<file path="src/rtl/mux3_select_arbiter.sv">
// Round-robin arbiter for three requesters driving a dual-rail 3:1 mux select.
// Define MUX3_SEL_TIMEOUT_EN to add a hold counter that force-releases a grant after MAX_HOLD cycles.
module mux3_select_arbiter #(
    parameter int MAX_HOLD = 15
) (
    input  logic       Clock,
    input  logic       _Reset,
    input  logic [2:0] Req,
    input  logic       Done,
    output logic [2:0] Grant,
    output logic [1:0] Select,
    output logic [1:0] _Select,
    output logic       Busy,
    output logic       Timeout
);

    typedef enum logic [1:0] {
        IDLE    = 2'd0,
        GRANT   = 2'd1,
        RELEASE = 2'd2
    } state_t;

    state_t     state;
    state_t     state_next;
    logic [2:0] grant_next;
    logic [1:0] select_next;
    logic [1:0] last_winner;
    logic [1:0] last_winner_next;
    logic [1:0] winner;
    logic       expire;

    if (MAX_HOLD < 1 || MAX_HOLD > 15) begin : g_bad_max_hold
        $error("MAX_HOLD must lie in 1..15");
    end

`ifdef MUX3_SEL_TIMEOUT_EN
    logic [3:0] hold_count;

    // Counter value is the number of GRANT cycles already completed, so the
    // MAX_HOLD-th GRANT cycle is the one where it reads MAX_HOLD-1.
    always_ff @(posedge Clock or negedge _Reset) begin
        if (!_Reset)
            hold_count <= 4'd0;
        else if (state == GRANT)
            hold_count <= hold_count + 4'd1;
        else
            hold_count <= 4'd0;
    end

    assign expire  = (state == GRANT) && (hold_count == 4'(MAX_HOLD - 1));
    assign Timeout = expire && !Done;
`else
    assign expire  = 1'b0;
    assign Timeout = 1'b0;
`endif

    // Search starts one past the previous winner; the index never reaches 3.
    always_comb begin
        winner = 2'd0;
        case (last_winner)
            2'd0:    winner = Req[1] ? 2'd1 : (Req[2] ? 2'd2 : 2'd0);
            2'd1:    winner = Req[2] ? 2'd2 : (Req[0] ? 2'd0 : 2'd1);
            default: winner = Req[0] ? 2'd0 : (Req[1] ? 2'd1 : 2'd2);
        endcase
    end

    always_comb begin
        state_next       = state;
        grant_next       = Grant;
        select_next      = Select;
        last_winner_next = last_winner;
        case (state)
            IDLE: begin
                if (|Req) begin
                    state_next       = GRANT;
                    grant_next       = 3'b001 << winner;
                    select_next      = winner;
                    last_winner_next = winner;
                end
            end
            GRANT: begin
                if (Done || expire) begin
                    state_next = RELEASE;
                    grant_next = 3'b000;
                end
            end
            RELEASE: state_next = IDLE;
            default: begin
                state_next = IDLE;
                grant_next = 3'b000;
            end
        endcase
    end

    // Select is left untouched outside the grant load so the mux stays parked.
    always_ff @(posedge Clock or negedge _Reset) begin
        if (!_Reset) begin
            state       <= IDLE;
            Grant       <= 3'b000;
            Select      <= 2'b00;
            _Select     <= 2'b11;
            last_winner <= 2'd2;
        end else begin
            state       <= state_next;
            Grant       <= grant_next;
            Select      <= select_next;
            _Select     <= ~select_next;
            last_winner <= last_winner_next;
        end
    end

    assign Busy = (state != IDLE);

endmodule

</file>
<file path="config.mk">
export PLATFORM = sky130hd
export DESIGN_NAME = mux3_select_arbiter
export DESIGN_NICKNAME = d
export VERILOG_FILES = /design/src/rtl/mux3_select_arbiter.sv
export SDC_FILE = /design/constraint.sdc
export NUM_CORES = 1
export LEC_CHECK = 0
export ABC_CLOCK_PERIOD_IN_PS = 3150
export CELL_PAD_IN_SITES_DETAIL_PLACEMENT = 0
export CELL_PAD_IN_SITES_GLOBAL_PLACEMENT = 1
export CORE_UTILIZATION = 36
export CTS_CLUSTER_DIAMETER = 40
export DETAILED_ROUTE_END_ITERATION = 16
export GPL_ROUTABILITY_DRIVEN = 0
export HOLD_SLACK_MARGIN = 0.15
export PLACE_DENSITY = 0.89
export SLEW_MARGIN = 20
export SYNTH_ARGS = -nofsm -noshare
export SYNTH_HDL_FRONTEND = slang
export SYNTH_SLANG_ARGS = --single-unit
</file>
<file path="constraint.sdc">
create_clock -name Clock -period 3.15 [get_ports Clock]
set_input_delay 0.315 -clock Clock [delete_from_list [all_inputs] [get_ports Clock]]
set_output_delay 0.315 -clock Clock [all_outputs]
set_load 0.05 [all_outputs]
</file>
==> results of run 1 <==
==> cell type report <==
type                            count  area, um^2
Fill cell                         121         647
Sequential cell                    11         279
Multi-Input combinational cell     28         228
Timing Repair Buffer               13         130
Clock buffer                        3        22.5
Tap cell                           15        18.8
Clock inverter                      1        5.00
Inverter                            1        3.75
==> synth_stat cells <==
| master | count | area [um^2] |
|---|---|---|
| dfrtp_1 | 8 | 200 |
| mux2_2 | 4 | 45.0 |
| dfstp_2 | 3 | 78.8 |
| and2_1 | 2 | 12.5 |
| mux2_4 | 2 | 30.0 |
| mux2i_1 | 2 | 20.0 |
| nand2b_1 | 2 | 12.5 |
| nor2_1 | 2 | 7.51 |
| o21ai_0 | 2 | 10.0 |
| a22o_1 | 1 | 8.76 |
| buf_2 | 1 | 5.00 |
| buf_4 | 1 | 7.51 |
| conb_1 | 1 | 3.75 |
| inv_1 | 1 | 3.75 |
| nand3b_1 | 1 | 7.51 |
| nor2_2 | 1 | 6.26 |
| nor2b_1 | 1 | 6.26 |
| nor3_1 | 1 | 5.00 |
| o211ai_1 | 1 | 7.51 |
| o211ai_2 | 1 | 12.5 |
| o31ai_1 | 1 | 7.51 |
| or2_0 | 1 | 6.26 |
| or2_4 | 1 | 8.76 |
| or4b_1 | 1 | 10.0 |
==> where the power goes <==
part	switching [uW]	internal [uW]
sequential	34.5	216
clock	46.0	46.9
combinational	273	189
==> per-layer routing <==
metal	global-route usage	up-vias
met4	0.0776	0
met3	0.0667	2
li1	-	175
met1	0.154	162
met2	0.185	15
met5	0	-
==> path summary, 6_finish.rpt <==
path / start / cells past startpoint / to / slack [ns]
min reg2reg: register / 1 / _Select[0]$_DFF_PN1_ / 0.44
min in group Clock: register / 1 / _Select[0]$_DFF_PN1_ / 0.44
max reg2reg: state[1]$_DFFE_PN0P_ / 3 / register / 1.65
max in group asynchronous: _Reset / 1 / last_winner[1]$_DFFE_PN1P_ / 2.43
max: state[0]$_DFFE_PN0P_ / 2 / Busy / 1.11
min: _Reset / 1 / Grant[1]$_DFFE_PN0P_ / 0.37
==> through the flow <==
| step | power (uW) | area, um^2 | utilization |
|---|---|---|---|
| after floorplan | 595 | 523 | - |
| after global placement | 715 | 659 | 0.494 |
| after detailed placement | 718 | 659 | 0.494 |
| after CTS | 815 | 687 | 0.515 |
| after global routing | 856 | 687 | 0.515 |
| final | 806 | 687 | 0.515 |
==> cell families (layout without fill, tap and decap cells) <==
logic type | Yosys count | count (layout) | synth area share
compound gates | 6 | 6 | 0.0885
buf+inv | 3 | 18 | 0.0311
flops | 11 | 11 | 0.533
mux | 8 | 8 | 0.182
other cells | 1 | 1 | 0.00717
simple gates | 13 | 13 | 0.158
==> critical path: cells and delay by family, from the launching register on <==
kind	cells	cell delay, ns
AND/OR/NAND/NOR	1	0.25
flip-flops	1	0.36
buffers and inverters	1	0.85
==> reports/metrics.csv, run 1 <==
metric,value,unit
global-route wire length before repair,1290,um
WL final,820,um
Yosys Warn Count,0,
Setup WS post-layout,1.11,ns
Total GRT Usage,0.130,
worst hold slack,0.374,ns
DR WL met2,345,um
Hold Fails Final Rpt,0,
routed vias/inst,4.92,
largest net degree at the start of global routing,12,
Hold Path Class,in -> async,
"commonest cells after routing, fill and taps aside","13 x clkdlybuf4s50_1, 8 x dfrtp_1, 4 x mux2_2",
highest routed layer,met4,
H-tree depth,1,
total core area,0.00133,mm^2
# Post-CTS Setup Buffers,0,
post-place setup slack,1.35,ns
fin cells,72,
clock sinks,11,
P_leak,0.000298,uW
initial antenna violation count,0,
Clock transition at path regs,0.07,ns
1st-iter DRT viols,2,
Worst-Margin Slew,0.503,ns
"critical path, cell by cell",or2_0 -> clkdlybuf4s50_1,
vias in the first global route,305,
num ports,15,
Die H,40.1,um
Root Driver,clkbuf_4,
cts repair resizes,0,
sequential share of the synthesized area,0.533,
via count,354,
Syn Area/Cell,12.5,um^2
Crit-path slowest cell,clkdlybuf4s50_1,
Slew Limit Fails,0,
Max Clock Skew,0.000263,ns
Peak VDD IR,632,uV
status,"finished, final reports clean",
max cap viols,0,
syn_nets,48,
clk buf depth,2,
# diodes,0,
unrepaired setup endpoints after global routing,no,
die width,40.1,um
Mapped Area,523,um^2
maximum clock rate,491,MHz
Final Setup Violations,0,
met3 wirelength from detailed routing,79,um
area grow syn2layout,31.3,%
Critical Path Start Type,register,
Worst EP arrival,1.72,ns
met1 WL,383,um
WP data required,2.83,ns
fin crit period,2.04,ns
CTS tree,built,
Setup TNS,0,ns
placed cells,68,
CP max stage delay,0.85,ns
share of layout cells above drive strength 1,0.281,
Crit Path Max Fanout,4,
initial core utilization,0.392,
CTS hold repair buffers,0,
post-synthesis register bit count,11,
drt first pass iters,4,
Rel. slew slack,0.663,
Power per Cell Area,1170,mW/mm^2
WS Path Type,reg -> out,
Port Buf Inserts,13,
synth unique cells,24,
drc violations,0,
clock latency on the worst-skew pair,0.26,ns
capturing element type of the critical path,primary output,
period utilization,0.647,
"commonest non-fill, non-tap cell in the layout",clkdlybuf4s50_1,
"Remaining Overflow, GRT",0,
DR WL/cell,11.4,um
# rows,13,
Die Area,0.00161,mm^2
ANT nets after route,0,
synthesized netlist cell count,42,
Final nets,64,
CTS buffer count,3,
post-detail-place hpwl,611,um
Note: power is estimated with default switching activity, not from simulation.
==> run 2: changes to the inputs <==
ABC_CLOCK_PERIOD_IN_PS = 2100   (was 3150)
CORE_UTILIZATION = 34   (was 36)
PLACE_DENSITY = 0.86   (was 0.89)
clock period = 2.1 ns   (was 3.15 ns; I/O delays follow)
==> reports/metrics.csv, run 2 (synthesis results as in run 1) <==
metric,value,unit,change
Peak VDD IR,839,uV,+33%
Final Setup Violations,0,,unchanged
# fillers,143,,+18%
"commonest non-fill, non-tap cell in the layout",clkdlybuf4s50_1,,
Clock transition at path regs,0.07,ns,about the same
DR WL/cell,13.0,um,+14%
Max Clock Skew,0.00393,ns,+0.00367 ns
num ports,15,,unchanged
worst r2r path cells,3,,unchanged
global-route wire length before repair,1490,um,+16%
max cap viols,0,,unchanged
flop-to-flop setup slack,0.58,ns,-1.07 ns
CP startpoint,state[1]$_DFFE_PN0P_,,
Rel. slew slack,0.650,,-0.0131
H-tree depth,1,,unchanged
clock latency on the worst-skew pair,0.27,ns,about the same
Crit Path Max Fanout,4,,unchanged
drc violations,0,,unchanged
"commonest cells after routing, fill and taps aside","13 x clkdlybuf4s50_1, 8 x dfrtp_1, 4 x mux2_2",,
die width,41.2,um,+2.8%
Hold Fails Final Rpt,0,,unchanged
status,"finished, final reports clean",,
period utilization,0.931,,
Worst R2R Start,state[1]$_DFFE_PN0P_,,
initial core utilization,0.383,,-0.00934
# Post-CTS Setup Buffers,0,,unchanged
vias in the first global route,338,,+11%
share of layout cells above drive strength 1,0.263,,-0.0175
CTS tree,built,,
Hold Path Class,in -> async,,
Port Buf Inserts,13,,unchanged
Critical Path Start Type,register,,
Worst-Margin Slew,0.523,ns,+0.0197 ns
Die H,41.2,um,+2.8%
fin crit period,1.95,ns,
CTS hold repair buffers,0,,unchanged
cts repair resizes,0,,unchanged
Worst EP arrival,1.74,ns,+0.02 ns
"Remaining Overflow, GRT",0,,unchanged
Power per Cell Area,1780,mW/mm^2,+51%
Root Driver,clkbuf_4,,
Slew Limit Fails,0,,unchanged
post-detail-place hpwl,697,um,+14%
initial antenna violation count,0,,unchanged
1st-iter DRT viols,6,,+4
Setup TNS,0,ns,unchanged
via count,376,,+6.2%
area grow syn2layout,31.1,%,
largest net degree at the start of global routing,12,,unchanged
routed vias/inst,5.22,,+6.2%
WS Path Type,reg -> out,,
maximum clock rate,512,MHz,
total core area,0.00137,mm^2,+2.4%
clock sinks,11,,unchanged
# diodes,0,,unchanged
WL final,936,um,+14%
Die Area,0.00170,mm^2,+5.6%
unrepaired setup endpoints after global routing,no,,
drt first pass iters,3,,-1
P_leak,0.000295,uW,-0.92%
clk buf depth,2,,unchanged
crit path capture,Busy,,
CTS buffer count,3,,unchanged
Design Power,1220,uW,+51%
ANT nets after route,0,,unchanged
Final nets,64,,unchanged
capturing element type of the critical path,primary output,,
# rows,13,,unchanged
Total GRT Usage,0.142,,+0.0118
WP data required,1.89,ns,-0.94 ns
-- run 2: changes by cell type in the layout (fill, tap and decap cells not counted), sizes merged --
cell    before  now
clkinv       1    0
clkbuf       3    4
-- run 2: worst min-delay path by stage --
stage / from / end / slack (ns) / cells past startpoint
6_report: _Reset / Grant[2]$_DFFE_PN0P_ / 0.28 / 1
3_5_place_dp: register / _Select[0]$_DFF_PN1_ / 0.44 / 1
5_1_grt: _Reset / Grant[2]$_DFFE_PN0P_ / 0.32 / 1
2_1_floorplan: _Reset / Grant[0]$_DFFE_PN0P_ / -0.09 / 0
4_1_cts: _Reset / Grant[2]$_DFFE_PN0P_ / 0.28 / 1
3_3_place_gp: register / _Select[0]$_DFF_PN1_ / 0.43 / 1
-- run 2: metal layers --
layer	wire (um)	global-route usage	part of all wire	up-vias
met5	0	0	0	-
met4	0	0	0	0
met3	79	0.0978	0.084	0
met2	427	0.227	0.46	12
met1	429	0.166	0.46	191
li1	-	-	-	173
-- run 2: power by group --
| group | switching, uW | internal, uW |
|---|---|---|
| registers | 56.1 | 325 |
| logic | 412 | 283 |
| clock network | 69.6 | 73.5 |
| total | 537 | 682 |
-- run 2: stage by stage --
stage	cells	hold WS (ns)	util	instance area (um^2)	setup slack (ns)
2_1_floorplan	42	-0.0856	-	523	0.561
3_3_place_gp	68	0.428	0.483	659	0.458
3_5_place_dp	68	0.436	0.483	659	0.424
4_1_cts	72	0.283	0.502	686	0.144
5_1_grt	72	0.316	0.502	686	0.0657
6_report	72	0.285	0.502	686	0.145
-- run 2: cell type report --
type | count | area [um^2] | area share
tap | 15 | 18.8 | 0.0274
clock buffer | 4 | 26.3 | 0.0383
multi-input combinational | 28 | 228 | 0.332
inverter | 1 | 3.75 | 0.00547
sequential | 11 | 279 | 0.407
timing repair buffer | 13 | 130 | 0.190
-- run 2: critical path, cell delays in order, from the launching register on --
cell             delay, ns
dfrtp_1               0.37
or2_0                 0.26
clkdlybuf4s50_1       0.85
